===== src/rtl/dmem_arbiter_if.sv =====
// Bus bundle between the CPU load/store port, the host bridge and the data RAM.
// Latency: n/a (signal container only).
// Backpressure: requesters hold req/we/addr/wdata stable until their *_gnt is seen.
//
// Modports:
//   slave  : arbiter side (consumes requests, drives grants, rvalids and RAM pins)
//   master : environment side (requesters and RAM instance)
interface dmem_arbiter_if #(
  parameter int AW = 10,
  parameter int DW = 32
);
  // CPU (execute stage) port
  logic          cpu_req;
  logic          cpu_we;
  logic [AW-1:0] cpu_addr;
  logic [DW-1:0] cpu_wdata;
  logic          cpu_gnt;
  logic          cpu_stall;
  logic          cpu_rvalid;
  // HOST (debug bridge) port
  logic          host_req;
  logic          host_we;
  logic          host_lock;
  logic [AW-1:0] host_addr;
  logic [DW-1:0] host_wdata;
  logic          host_gnt;
  logic          host_rvalid;
  // shared read return
  logic [DW-1:0] rdata;
  // RAM pins
  logic [AW-1:0] ram_addr;
  logic          ram_we;
  logic [DW-1:0] ram_datain;
  logic [DW-1:0] ram_dataout;

  modport slave (
    input  cpu_req, cpu_we, cpu_addr, cpu_wdata,
    output cpu_gnt, cpu_stall, cpu_rvalid,
    input  host_req, host_we, host_lock, host_addr, host_wdata,
    output host_gnt, host_rvalid,
    output rdata,
    output ram_addr, ram_we, ram_datain,
    input  ram_dataout
  );

  modport master (
    output cpu_req, cpu_we, cpu_addr, cpu_wdata,
    input  cpu_gnt, cpu_stall, cpu_rvalid,
    output host_req, host_we, host_lock, host_addr, host_wdata,
    input  host_gnt, host_rvalid,
    input  rdata,
    input  ram_addr, ram_we, ram_datain,
    output ram_dataout
  );
endinterface


===== src/rtl/dmem_arbiter.sv =====
// Shares the single-port data RAM between the CPU load/store port and the host port.
// Latency: grant is combinational in the request cycle; read data/rvalid one cycle later.
// Backpressure: a denied requester sees no grant (CPU also sees cpu_stall) and must hold its request.
//
// Ports:
//   clk  - clock, all state on the rising edge
//   rst  - synchronous active-low reset
//   bus  - dmem_arbiter_if.slave: CPU request/grant/stall/rvalid, HOST request/lock/grant/rvalid,
//          shared rdata, and the RAM addr/we/datain/dataout pins
//
// Optional feature: define DMEM_ARB_ROUND_ROBIN_EN to alternate simultaneous grants in
// CPU_PRI instead of fixed CPU priority with starvation relief.
module dmem_arbiter #(
  parameter int AW           = 10,
  parameter int DW           = 32,
  parameter int STARVE_LIMIT = 4,   // 1..15
  parameter int LOCK_MAX     = 8    // 1..15
) (
  input  logic          clk,
  input  logic          rst,
  dmem_arbiter_if.slave bus
);

  typedef enum logic {
    CPU_PRI     = 1'b0,
    HOST_LOCKED = 1'b1
  } state_t;

  localparam logic [3:0] STARVE_TOP = 4'(STARVE_LIMIT);
  localparam logic [3:0] LOCK_TOP   = 4'(LOCK_MAX);

  state_t        r_state;
  state_t        w_state_nxt;
  logic [3:0]    r_starve_cnt;
  logic [3:0]    w_starve_nxt;
  logic [3:0]    r_lock_cnt;
  logic [3:0]    w_lock_nxt;
  logic          r_cpu_rvalid;
  logic          r_host_rvalid;

  logic          w_cpu_gnt;
  logic          w_host_gnt;
  logic          w_pri_cpu;      // CPU_PRI arbitration result for this cycle
  logic          w_pri_host;
  logic          w_hold_lock;    // host still asking to keep the RAM

  logic [AW-1:0] w_ram_addr;
  logic          w_ram_we;
  logic [DW-1:0] w_ram_datain;

`ifdef DMEM_ARB_ROUND_ROBIN_EN
  // 1 = CPU took the most recent grant, so HOST wins the next conflict.
  logic          r_rr_last;
`endif

  assign w_hold_lock = bus.host_req & bus.host_lock;

  // CPU_PRI arbitration. Also used for the cycle that leaves HOST_LOCKED.
  always_comb begin
    w_pri_cpu  = 1'b0;
    w_pri_host = 1'b0;
    if (bus.cpu_req && bus.host_req) begin
`ifdef DMEM_ARB_ROUND_ROBIN_EN
      if (r_rr_last) begin
        w_pri_host = 1'b1;
      end else begin
        w_pri_cpu  = 1'b1;
      end
`else
      if (r_starve_cnt >= STARVE_TOP) begin
        w_pri_host = 1'b1;
      end else begin
        w_pri_cpu  = 1'b1;
      end
`endif
    end else begin
      w_pri_cpu  = bus.cpu_req;
      w_pri_host = bus.host_req;
    end
  end

  // FSM next-state, grants and lock counter.
  always_comb begin
    w_state_nxt = r_state;
    w_cpu_gnt   = 1'b0;
    w_host_gnt  = 1'b0;
    w_lock_nxt  = r_lock_cnt;
    case (r_state)
      CPU_PRI: begin
        w_cpu_gnt  = w_pri_cpu;
        w_host_gnt = w_pri_host;
        // The entering grant is the first locked grant of the burst.
        if (w_pri_host && bus.host_lock) begin
          w_state_nxt = HOST_LOCKED;
          w_lock_nxt  = 4'd1;
        end else begin
          w_lock_nxt  = 4'd0;
        end
      end
      HOST_LOCKED: begin
        if (w_hold_lock) begin
          if ((r_lock_cnt >= LOCK_TOP) && bus.cpu_req) begin
            // Forced CPU slot; the lock survives and the count restarts.
            w_cpu_gnt  = 1'b1;
            w_lock_nxt = 4'd0;
          end else begin
            // Count saturates at LOCK_MAX while the CPU is idle.
            w_host_gnt = 1'b1;
            if (r_lock_cnt < LOCK_TOP) begin
              w_lock_nxt = r_lock_cnt + 4'd1;
            end
          end
        end else begin
          // Release cycle is arbitrated normally.
          w_cpu_gnt   = w_pri_cpu;
          w_host_gnt  = w_pri_host;
          w_state_nxt = CPU_PRI;
          w_lock_nxt  = 4'd0;
        end
      end
      default: begin
        w_state_nxt = CPU_PRI;
        w_lock_nxt  = 4'd0;
      end
    endcase
    // No RAM access is performed while reset is asserted.
    if (!rst) begin
      w_cpu_gnt  = 1'b0;
      w_host_gnt = 1'b0;
    end
  end

  // Starvation counter: counts consecutive denied HOST cycles.
  always_comb begin
    w_starve_nxt = r_starve_cnt;
    if (!bus.host_req || w_host_gnt) begin
      w_starve_nxt = 4'd0;
    end else if (r_starve_cnt < STARVE_TOP) begin
      w_starve_nxt = r_starve_cnt + 4'd1;
    end
  end

  always_ff @(posedge clk) begin
    if (!rst) begin
      r_state       <= CPU_PRI;
      r_starve_cnt  <= 4'd0;
      r_lock_cnt    <= 4'd0;
      r_cpu_rvalid  <= 1'b0;
      r_host_rvalid <= 1'b0;
    end else begin
      r_state       <= w_state_nxt;
      r_starve_cnt  <= w_starve_nxt;
      r_lock_cnt    <= w_lock_nxt;
      r_cpu_rvalid  <= w_cpu_gnt & ~bus.cpu_we;
      r_host_rvalid <= w_host_gnt & ~bus.host_we;
    end
  end

`ifdef DMEM_ARB_ROUND_ROBIN_EN
  always_ff @(posedge clk) begin
    if (!rst) begin
      r_rr_last <= 1'b0;
    end else if (w_cpu_gnt || w_host_gnt) begin
      r_rr_last <= w_cpu_gnt;
    end
  end
`endif

  // RAM mux: idle pins are driven to zero so the RAM sees no stray writes.
  always_comb begin
    w_ram_addr   = '0;
    w_ram_we     = 1'b0;
    w_ram_datain = '0;
    if (w_cpu_gnt) begin
      w_ram_addr   = bus.cpu_addr;
      w_ram_we     = bus.cpu_we;
      w_ram_datain = bus.cpu_wdata;
    end else if (w_host_gnt) begin
      w_ram_addr   = bus.host_addr;
      w_ram_we     = bus.host_we;
      w_ram_datain = bus.host_wdata;
    end
  end

  assign bus.ram_addr    = w_ram_addr;
  assign bus.ram_we      = w_ram_we;
  assign bus.ram_datain  = w_ram_datain;

  assign bus.cpu_gnt     = w_cpu_gnt;
  assign bus.cpu_stall   = bus.cpu_req & ~w_cpu_gnt;
  assign bus.cpu_rvalid  = r_cpu_rvalid;
  assign bus.host_gnt    = w_host_gnt;
  assign bus.host_rvalid = r_host_rvalid;
  // RAM output register already holds the last read; a write issued now does not touch it.
  assign bus.rdata       = bus.ram_dataout;

endmodule


===== src/flat_wrapper.sv =====
// flat-port wrapper written by rule: the top's interface ports become plain ports
module dmem_arbiter_flat 
#(
  parameter int AW           = 10,
  parameter int DW           = 32,
  parameter int STARVE_LIMIT = 4,           
  parameter int LOCK_MAX     = 8            
)
  (clk, rst, bus_cpu_req, bus_cpu_we, bus_cpu_addr, bus_cpu_wdata, bus_cpu_gnt, bus_cpu_stall, bus_cpu_rvalid, bus_host_req, bus_host_we, bus_host_lock, bus_host_addr, bus_host_wdata, bus_host_gnt, bus_host_rvalid, bus_rdata, bus_ram_addr, bus_ram_we, bus_ram_datain, bus_ram_dataout);
  dmem_arbiter_if #(.AW(AW), .DW(DW)) bus_i ();
  input  logic clk;
  input  logic rst;
  input wire logic [$bits(bus_i.cpu_req)-1:0] bus_cpu_req;
  input wire logic [$bits(bus_i.cpu_we)-1:0] bus_cpu_we;
  input wire logic [$bits(bus_i.cpu_addr)-1:0] bus_cpu_addr;
  input wire logic [$bits(bus_i.cpu_wdata)-1:0] bus_cpu_wdata;
  output wire logic [$bits(bus_i.cpu_gnt)-1:0] bus_cpu_gnt;
  output wire logic [$bits(bus_i.cpu_stall)-1:0] bus_cpu_stall;
  output wire logic [$bits(bus_i.cpu_rvalid)-1:0] bus_cpu_rvalid;
  input wire logic [$bits(bus_i.host_req)-1:0] bus_host_req;
  input wire logic [$bits(bus_i.host_we)-1:0] bus_host_we;
  input wire logic [$bits(bus_i.host_lock)-1:0] bus_host_lock;
  input wire logic [$bits(bus_i.host_addr)-1:0] bus_host_addr;
  input wire logic [$bits(bus_i.host_wdata)-1:0] bus_host_wdata;
  output wire logic [$bits(bus_i.host_gnt)-1:0] bus_host_gnt;
  output wire logic [$bits(bus_i.host_rvalid)-1:0] bus_host_rvalid;
  output wire logic [$bits(bus_i.rdata)-1:0] bus_rdata;
  output wire logic [$bits(bus_i.ram_addr)-1:0] bus_ram_addr;
  output wire logic [$bits(bus_i.ram_we)-1:0] bus_ram_we;
  output wire logic [$bits(bus_i.ram_datain)-1:0] bus_ram_datain;
  input wire logic [$bits(bus_i.ram_dataout)-1:0] bus_ram_dataout;
  assign bus_i.cpu_req = bus_cpu_req;
  assign bus_i.cpu_we = bus_cpu_we;
  assign bus_i.cpu_addr = bus_cpu_addr;
  assign bus_i.cpu_wdata = bus_cpu_wdata;
  assign bus_cpu_gnt = bus_i.cpu_gnt;
  assign bus_cpu_stall = bus_i.cpu_stall;
  assign bus_cpu_rvalid = bus_i.cpu_rvalid;
  assign bus_i.host_req = bus_host_req;
  assign bus_i.host_we = bus_host_we;
  assign bus_i.host_lock = bus_host_lock;
  assign bus_i.host_addr = bus_host_addr;
  assign bus_i.host_wdata = bus_host_wdata;
  assign bus_host_gnt = bus_i.host_gnt;
  assign bus_host_rvalid = bus_i.host_rvalid;
  assign bus_rdata = bus_i.rdata;
  assign bus_ram_addr = bus_i.ram_addr;
  assign bus_ram_we = bus_i.ram_we;
  assign bus_ram_datain = bus_i.ram_datain;
  assign bus_i.ram_dataout = bus_ram_dataout;
  dmem_arbiter #(.AW(AW), .DW(DW), .STARVE_LIMIT(STARVE_LIMIT), .LOCK_MAX(LOCK_MAX)) u_core (.clk(clk), .rst(rst), .bus(bus_i));
endmodule

===== config.mk =====
export PLATFORM = sky130hd
export DESIGN_NAME = dmem_arbiter_flat
export DESIGN_NICKNAME = d
export VERILOG_FILES = /design/src/rtl/dmem_arbiter_if.sv /design/src/rtl/dmem_arbiter.sv /design/src/flat_wrapper.sv
export SDC_FILE = /design/constraint.sdc
export NUM_CORES = 1
export LEC_CHECK = 0
export CAP_MARGIN = 0
export CORE_AREA = 2 2 85 71
export DETAILED_ROUTE_END_ITERATION = 10
export DIE_AREA = 0 0 87 73
export PLACE_DENSITY_LB_ADDON = 0.2
export SLEW_MARGIN = 5
export SYNTH_ARGS = -nofsm -noshare
export SYNTH_HDL_FRONTEND = slang
export SYNTH_SLANG_ARGS = --single-unit

===== constraint.sdc =====
create_clock -name clk -period 4.7 [get_ports clk]
set_input_delay 0.705 -clock clk [delete_from_list [all_inputs] [get_ports clk]]
set_output_delay 0.705 -clock clk [all_outputs]
set_load 0.02 [all_outputs]

# Yosys cells after proc, flatten, opt, wreduce, memory -nomap -nowiden
# Cells that the tools add are included.
# totals
ff_bits	11
out_inout_bits	80
# classes
add_sub_neg	2
n_lt_le_gt_ge	4
n_eq_ne	1
n_mux	26
bitwise_logic	9
n_reduce_logical	6
# op_table
cell	count
32-bit two-way mux	2
10-bit two-way mux	2
1-bit two-way mux	15
4-bit two-way mux	3
4-bit by 1-bit adder with 4-bit output, second input constant	2
4-bit one-hot mux with 2 select lines	1
1-bit one-hot mux with 2 select lines	3
1-bit inverter	5
1-bit AND	4
4-bit by 3-bit >= comparator with 1-bit output, second input constant	1
4-bit >= comparator, second input constant	1
4-bit by 3-bit < comparator with 1-bit output, second input constant	1
4-bit < comparator, second input constant	1
4-bit inequality test, second input constant	1
1-bit logical AND	3
2-bit OR reduction	1
1-bit logical NOT	1
1-bit logical OR	1

# Longest topological paths before layout
# Gate-level depths: netlist of run 1.
# depth
ltp_word	8
depth_mapped	6

# Least setup slack after synthesis of run 1
# Ideal clock, no wire load.
# synth_timing
path_kind	input to output
start	in bus_cpu_req
end	out bus_ram_datain[23]
arrival_time_ns	1.855
t_required_ns	3.995
setup_slack_ns	2.140
stages	5
n_path_buf	3
cell_sequence	clkbuf_1 > o2111a_1 > buf_2 > buf_2 > a22o_1
# synth_between
elab_cells_between_ends	14
cone_classes	mux (12); reduce/logical (2)
# synth_lines
element	line_no	rtl
start, declared	flat_wrapper.sv:13	input wire logic [$bits(bus_i.cpu_req)-1:0] bus_cpu_req;
1-bit logical AND, on equally long branches	dmem_arbiter.sv:62, dmem_arbiter.sv:102	
1-bit two-way mux, on equally long branches	dmem_arbiter.sv:62, dmem_arbiter.sv:102	
1-bit two-way mux	dmem_arbiter.sv:101	if (w_hold_lock) begin
1-bit one-hot mux with 2 select lines (*)	dmem_arbiter.sv:88	case (r_state)
1-bit two-way mux (*)	dmem_arbiter.sv:127	if (!rst) begin
via bus_cpu_gnt	flat_wrapper.sv:17	output wire logic [$bits(bus_i.cpu_gnt)-1:0] bus_cpu_gnt;
32-bit two-way mux (*)	dmem_arbiter.sv:174	if (w_cpu_gnt) begin
end, declared	flat_wrapper.sv:30	output wire logic [$bits(bus_i.ram_datain)-1:0] bus_ram_datain;
# The timed path passes the listed nets; every way through them passes the cells marked *.

# Worst setup path in the final report of run 1
# layout_timing
start	in bus_cpu_req
end	out bus_ram_datain[31]
# layout_between
elab_chain_cells	7
elab_cells_between_ends	14
cone_classes	mux (12); reduce/logical (2)
# layout_lines
element	line_no	rtl
1-bit logical AND, on equally long branches	dmem_arbiter.sv:62, dmem_arbiter.sv:102	
1-bit two-way mux, on equally long branches	dmem_arbiter.sv:62, dmem_arbiter.sv:102	
1-bit two-way mux	dmem_arbiter.sv:101	
1-bit one-hot mux with 2 select lines	dmem_arbiter.sv:88	
1-bit two-way mux	dmem_arbiter.sv:127	
32-bit two-way mux	dmem_arbiter.sv:178	end else if (w_host_gnt) begin
32-bit two-way mux (*)	dmem_arbiter.sv:174	
# Mark *: on every way between the ends. The rest lies on a longest branch, timed or not.

==> results_dict.tcl, run 1 <==
set metrics [dict create \
    cts.clk_slew.worst_paths_ns 0.05 \
    area_growth_syn_to_layout_pct 93.27 \
    layout-drive-gt1-share_pct 3.614 \
    max_slew_margin_pct 67.99 \
    outcome "completed" \
    final-hold-violation-count 0 \
    fillers 554 \
    use_met3_pct 6.109 \
    min_period_ns 3.899 \
    vias 1542 \
    grt_use_met1_pct 16.36 \
    die_area_mm2 0.006351 \
    cts-buffers-inserted 3 \
    final_core_util_pct 44.27 \
    yosys.area.top_type_share_pct 29.37 \
    ys_types 35 \
    synth_top_cell_by_area "a22o_1" \
    totalWireLength_um 5802 \
    core.rowCount 25 \
    fin_crit_sh_pct 82.96 \
    timing.fmax_ghz 0.2565 \
    wl_per_cell_um 18.36 \
    synth_common_cells "43 x a22o_1, 32 x buf_4, 11 x dfxtp_1" \
    grt_max_degree 46 \
    htree_levels 1 \
    clock_latency_ns 0.24 \
    seqCellArea_um2 220.2 \
    ys_seq_area_share_pct 17.17 \
    holdBufCountCts 0 \
    grt_pass1_wl_um 7900 \
    gp_congestion 0.7669 \
    ys_top_cells_by_area "a22o_1 29%, buf_4 19%, dfxtp_1 17%" \
    synth_area_mm2 0.001282 \
    syn_avg_cell_area_um2 8.607 \
    ys_ff_latch 11 \
    r2r-start "u_core.r_lock_cnt[3]$_SDFFE_PN0P_" \
    antenna_found_initial 0 \
    grt.overflow.total 0 \
    drcViolationCount 0 \
    report.power.total_mw 0.3960 \
    setup_viol 0 \
    crit_fanout 45 \
    clock-sinks 11 \
    coreArea_mm2 0.005599 \
    yosysMostFrequentCell "a22o_1" \
    die_h_um 73 \
    syn_nets 275 \
    grtUsageMet2_pct 31.30 \
    first_pass_iters 3 \
    cts_tree "yes" \
    startpoint_type "primary input" \
    hold_path_class "flip-flop to flip-flop" \
    peakVddDrop_uv 59.84 \
    leakage_nw 0.9349 \
    busiest_layer "met2" \
    die_w_um 87 \
    ant_nets 0 \
    worstSetupEndpointType "primary output" \
    whs_ns 0.4599 \
    required_ns 3.99 \
    drt_iter0_drc 113 \
    yosysWarnings 0 \
    path_class "primary input to primary output" \
    netlist_instances 149 \
    nNetsFinal 376 \
    numPortBuffers 138 \
    diodes 0 \
    cp-startpoint "bus_cpu_req" \
    synth-edff-count 0 \
    vias_per_cell 4.880 \
    finalClockSkew_ns 0.009265 \
    drv_cap 0 \
    hold_path_startpoint "u_core.r_starve_cnt[1]$_SDFFE_PP0N_" \
    synthArstFlopShare_pct 0 \
    post_cts_buffers 0 \
    grt_pass1_vias 1441 \
    start_util_pct 22.91 \
    worstMarginPinSlew_ns 0.4784 \
    place_area_mm2 0.002434 \
    io_pins 203 \
    p_per_area_mw_per_mm2 159.8 \
    dp_hpwl_um 4796 \
    cts_resized 0 \
    grt_setup_unrepaired "false" \
    arrival_ns 3.19 \
    multi_input_area_um2 721.9 \
    synth_ff_type "dfxtp_1" \
    clockBufferDepth 2 \
    fin_area_mm2 0.002479 \
    drv_slew 0 \
    grtUsageTotal_pct 16.28 \
    fin_tns_setup_ns 0 \
    root_buffer "clkbuf_8" \
]
-- registers in the layout, indices dropped and copies added, names as in the netlist --
name and count:
u_core.r_lock_cnt 4, u_core.r_state 1, u_core.bus.host_rvalid 1, u_core.bus.cpu_rvalid 1
u_core.r_starve_cnt 4
-- final timing paths --
kind         cells after the start                             endpoint  slack [ns]
max reg2reg                      4     u_core.bus.cpu_rvalid$_SDFF_PN0_        3.05
min                              2  u_core.r_starve_cnt[1]$_SDFFE_PP0N_        0.46
max                              6                   bus_ram_datain[31]        0.80
min reg2reg                      2  u_core.r_starve_cnt[1]$_SDFFE_PP0N_        0.46
-- power breakdown --
part / switching, mW / internal, mW
sequential: 0.00144 / 0.0950
combinational: 0.0775 / 0.126
clock: 0.0366 / 0.0596
total: 0.115 / 0.280
-- cell families after synthesis --
kind of cell,after synthesis,synth area share (%)
buffers and inverters,47,26.54
multiplexers,1,0.7805
adder cells (fa/ha/maj),3,2.927
AO/OA/AOI/OAI,60,40.68
AND/OR/NAND/NOR,27,11.90
flip-flops,11,17.17
-- routing by layer --
metal	share of wire (%)	wire (µm)
met1	34	1970
met4	1.5	85
met2	54	3155
met3	10	591
met5	0	0
-- through the flow --
stage	setup WS, ns	cells
6_report	0.8011	316
5_1_grt	0.6643	316
4_1_cts	0.7953	316
3_5_place_dp	0.8031	312
3_3_place_gp	0.7889	312
2_1_floorplan	2.140	149
-- cell usage in the layout, fill, tap and decap left out, types with 2 or more instances in the layout --
cell type and n:
inv_1 3, ha_1 3, a22oi_1 2, nand2b_1 2
nand4b_1 2, buf_4 2, o21ai_0 2, clkbuf_8 3
clkdlybuf4s50_1 138, o2111a_1 2, a21oi_1 4, dfxtp_1 11
nor2_1 5, a22o_1 43, nor3_1 2, nand2_1 6
-- final cells by class --
cell class	instances	area share (%)
Clock buffer	4	1.817
Inverter	3	0.4543
Multi-Input combinational cell	91	29.13
Sequential cell	11	8.884
Tap cell	67	3.382
Timing Repair Buffer	140	56.34
-- critical path: stages --
cell and delay, ns:
clkdlybuf4s50_1 0.61, and4_4 0.30, a311oi_4 0.24, buf_4 0.43, a22o_1 0.25, clkdlybuf4s50_1 0.63
No activity file was read; power rests on OpenSTA's default activity.
==> inputs of run 2 (changes only) <==
--- a/config.mk
+++ b/config.mk
@@ -6,9 +6,9 @@
 export NUM_CORES = 1
 export LEC_CHECK = 0
 export CAP_MARGIN = 0
-export CORE_AREA = 2 2 85 71
+export CORE_AREA = 2 2 93 77
 export DETAILED_ROUTE_END_ITERATION = 10
-export DIE_AREA = 0 0 87 73
+export DIE_AREA = 0 0 95 79
 export PLACE_DENSITY_LB_ADDON = 0.2
 export SLEW_MARGIN = 5
 export SYNTH_ARGS = -nofsm -noshare
==> constraint.sdc (replaced) <==
create_clock -name clk -period 3.37 [get_ports clk]
set_input_delay 0.5055 -clock clk [delete_from_list [all_inputs] [get_ports clk]]
set_output_delay 0.5055 -clock clk [all_outputs]
set_load 0.02 [all_outputs]
==> run 2 against run 1 <==
  * Sequential power up 40%
  * Routed wire length shrank 7.8%
  * Non-clock buffer count increased by 3
  * Register-to-register slack worse by 1.2 ns
  * Combinational power up 44%
  * Flip-flop and latch count is the same
  * Setup slack got worse by 0.61 ns
  * Clock power rose by 37%
  * Final cell count rose by 7.3%
  * Clock-buffer cell count did not move
  * Sequential share of layout area shrank 0.29 points
  * Utilization is 5.8 points lower
==> results_dict.tcl, run 2 (synthesized netlist as in run 1, its figures left out) <==
set metrics [dict create \
    wl_per_cell_um 15.77 \
    cp_cell_sequence "clkdlybuf4s50_1, and4_4, a311oi_4, buf_4, a22o_1, clkdlybuf4s50_1" \
    leakage_nw 0.9622 \
    crit_family "buffers and inverters" \
    final-hold-violation-count 0 \
    fin_crit_sh_pct 94.21 \
    multi_input_area_um2 721.9 \
    nNetsFinal 379 \
    core.rowCount 27 \
    worstSetupEndpointType "primary output" \
    grtUsageTotal_pct 12.53 \
    seqCellArea_um2 220.2 \
    required_ns 2.86 \
    vias 1528 \
    worst_slack_ns 0.1950 \
    ant_nets 0 \
    ff2ff_setup_slack_ns 1.89 \
    arrival_ns 2.67 \
    cp_common_cell "clkdlybuf4s50_1" \
    place_area_mm2 0.002516 \
    post_cts_buffers 0 \
    first_pass_iters 5 \
    start_util_pct 19.27 \
    instances_no_fill 339 \
    io_pins 203 \
    antenna_found_initial 0 \
    path_buf_inv 3 \
    peakVddDrop_uv 91.16 \
    outcome "completed" \
    hold_path_startpoint "u_core.r_starve_cnt[1]$_SDFFE_PP0N_" \
    fin_area_mm2 0.002561 \
    r2r-start "u_core.r_lock_cnt[3]$_SDFFE_PN0P_" \
    coreArea_mm2 0.006655 \
    top_regs "u_core.r_lock_cnt: 4 flops, u_core.r_starve_cnt: 4 flops" \
    drv_cap 0 \
    timing.fmax_ghz 0.3150 \
    die_area_mm2 0.007505 \
    place_ws_ns 0.1544 \
    area_growth_syn_to_layout_pct 99.71 \
    whs_endpoint "u_core.r_starve_cnt[1]$_SDFFE_PP0N_" \
    numPortBuffers 138 \
    place_inst 335 \
    die_h_um 79 \
    root_buffer "clkbuf_8" \
    totalWireLength_um 5347 \
    die_w_um 95 \
    clock_latency_ns 0.24 \
    cts.clk_slew.worst_paths_ns 0.05 \
    fillers 680 \
    startpoint_type "primary input" \
    crit_fanout 16 \
    drt_iter0_drc 28 \
    layout-drive-gt1-share_pct 5.159 \
    grt_pass1_vias 1367 \
    finalClockSkew_ns 0.002053 \
    htree_levels 1 \
    diodes 0 \
    grt_pass1_wl_um 7327 \
    setup_viol 0 \
    layout_commonest_cell "clkdlybuf4s50_1" \
    grt_max_degree 30 \
    fin_tns_setup_ns 0 \
    dp_hpwl_um 4193 \
    cp_slowest_cell "clkdlybuf4s50_1" \
    hold_path_class "flip-flop to flip-flop" \
    reg2reg_to "u_core.bus.cpu_rvalid$_SDFF_PN0_" \
    grt_setup_unrepaired "false" \
    r2r_cells 4 \
    clock-sinks 11 \
    cts-buffers-inserted 3 \
    hold_depth 2 \
    path_class "primary input to primary output" \
    holdBufCountCts 0 \
    drcViolationCount 0 \
    worstMarginPinSlew_ns 0.4465 \
    clockBufferDepth 2 \
    max_stage_delay_ns 0.60 \
    p_per_area_mw_per_mm2 218.2 \
    max_slew_margin_pct 70.12 \
    cts_resized 0 \
    grt.overflow.total 0 \
    vias_per_cell 4.507 \
    cts_tree "yes" \
    gp_congestion 0.8128 \
    drv_slew 0 \
    whs_ns 0.4733 \
    min_period_ns 3.175 \
    mostFrequentLayoutCells "137 x clkdlybuf4s50_1, 43 x a22o_1, 11 x dfxtp_1, 6 x nand2_1, 5 x nor2_1" \
]
-- run 2: cell types whose count changed in the layout (fill, tap and decap cells not counted), sizes merged --
cell / change
buf: +4
clkdlybuf4s50: -1
-- run 2: cell type report --
cell class                 count  area share (%)
tap                           87           4.250
multi-input combinational     91           28.19
inverter                       3          0.4397
clock buffer                   4           1.759
sequential                    11           8.598
timing repair buffer         143           56.77
-- run 2: worst max-delay path by stage --
stage / from / end / slack [ns] / cells past startpoint
2_1_floorplan: bus_cpu_req / bus_ram_datain[23] / 1.21 / 5
3_3_place_gp: bus_host_lock / bus_ram_addr[0] / 0.18 / 6
3_5_place_dp: bus_host_lock / bus_ram_addr[5] / 0.15 / 6
4_1_cts: bus_host_lock / bus_ram_addr[5] / 0.16 / 6
5_1_grt: bus_host_lock / bus_ram_addr[2] / 0.08 / 6
6_report: bus_host_lock / bus_ram_addr[2] / 0.19 / 6
-- run 2: where the power goes --
| part | leakage [nW] | switching (mW) | internal (mW) |
|---|---|---|---|
| clock | 0.0228 | 0.0494 | 0.0830 |
| sequential | 0.0891 | 0.00198 | 0.133 |
| combinational | 0.850 | 0.110 | 0.182 |
-- run 2: through the flow --
| stage | utilization [%] | power, mW |
|---|---|---|
| 5_1_grt | 38.48 | 0.5878 |
| 3_5_place_dp | 37.81 | 0.4298 |
| 3_3_place_gp | 37.81 | 0.4306 |
| 6_report | 38.48 | 0.5588 |
| 2_1_floorplan | - | 0.2966 |
| 4_1_cts | 38.48 | 0.5692 |
-- run 2: routing by layer --
metal  up-vias  global-route usage, %  wire (µm)
met5         -                      0          0
met1       707                  16.15       2358
met4         0                  3.043         27
met2        76                  19.86       2348
li1        741                      -          -
met3         4                  4.554        612
-- run 2: worst min-delay path: stages (launching register included) --
cell     delay [ns]
dfxtp_1        0.31
nand2_1        0.05
a21oi_1        0.06
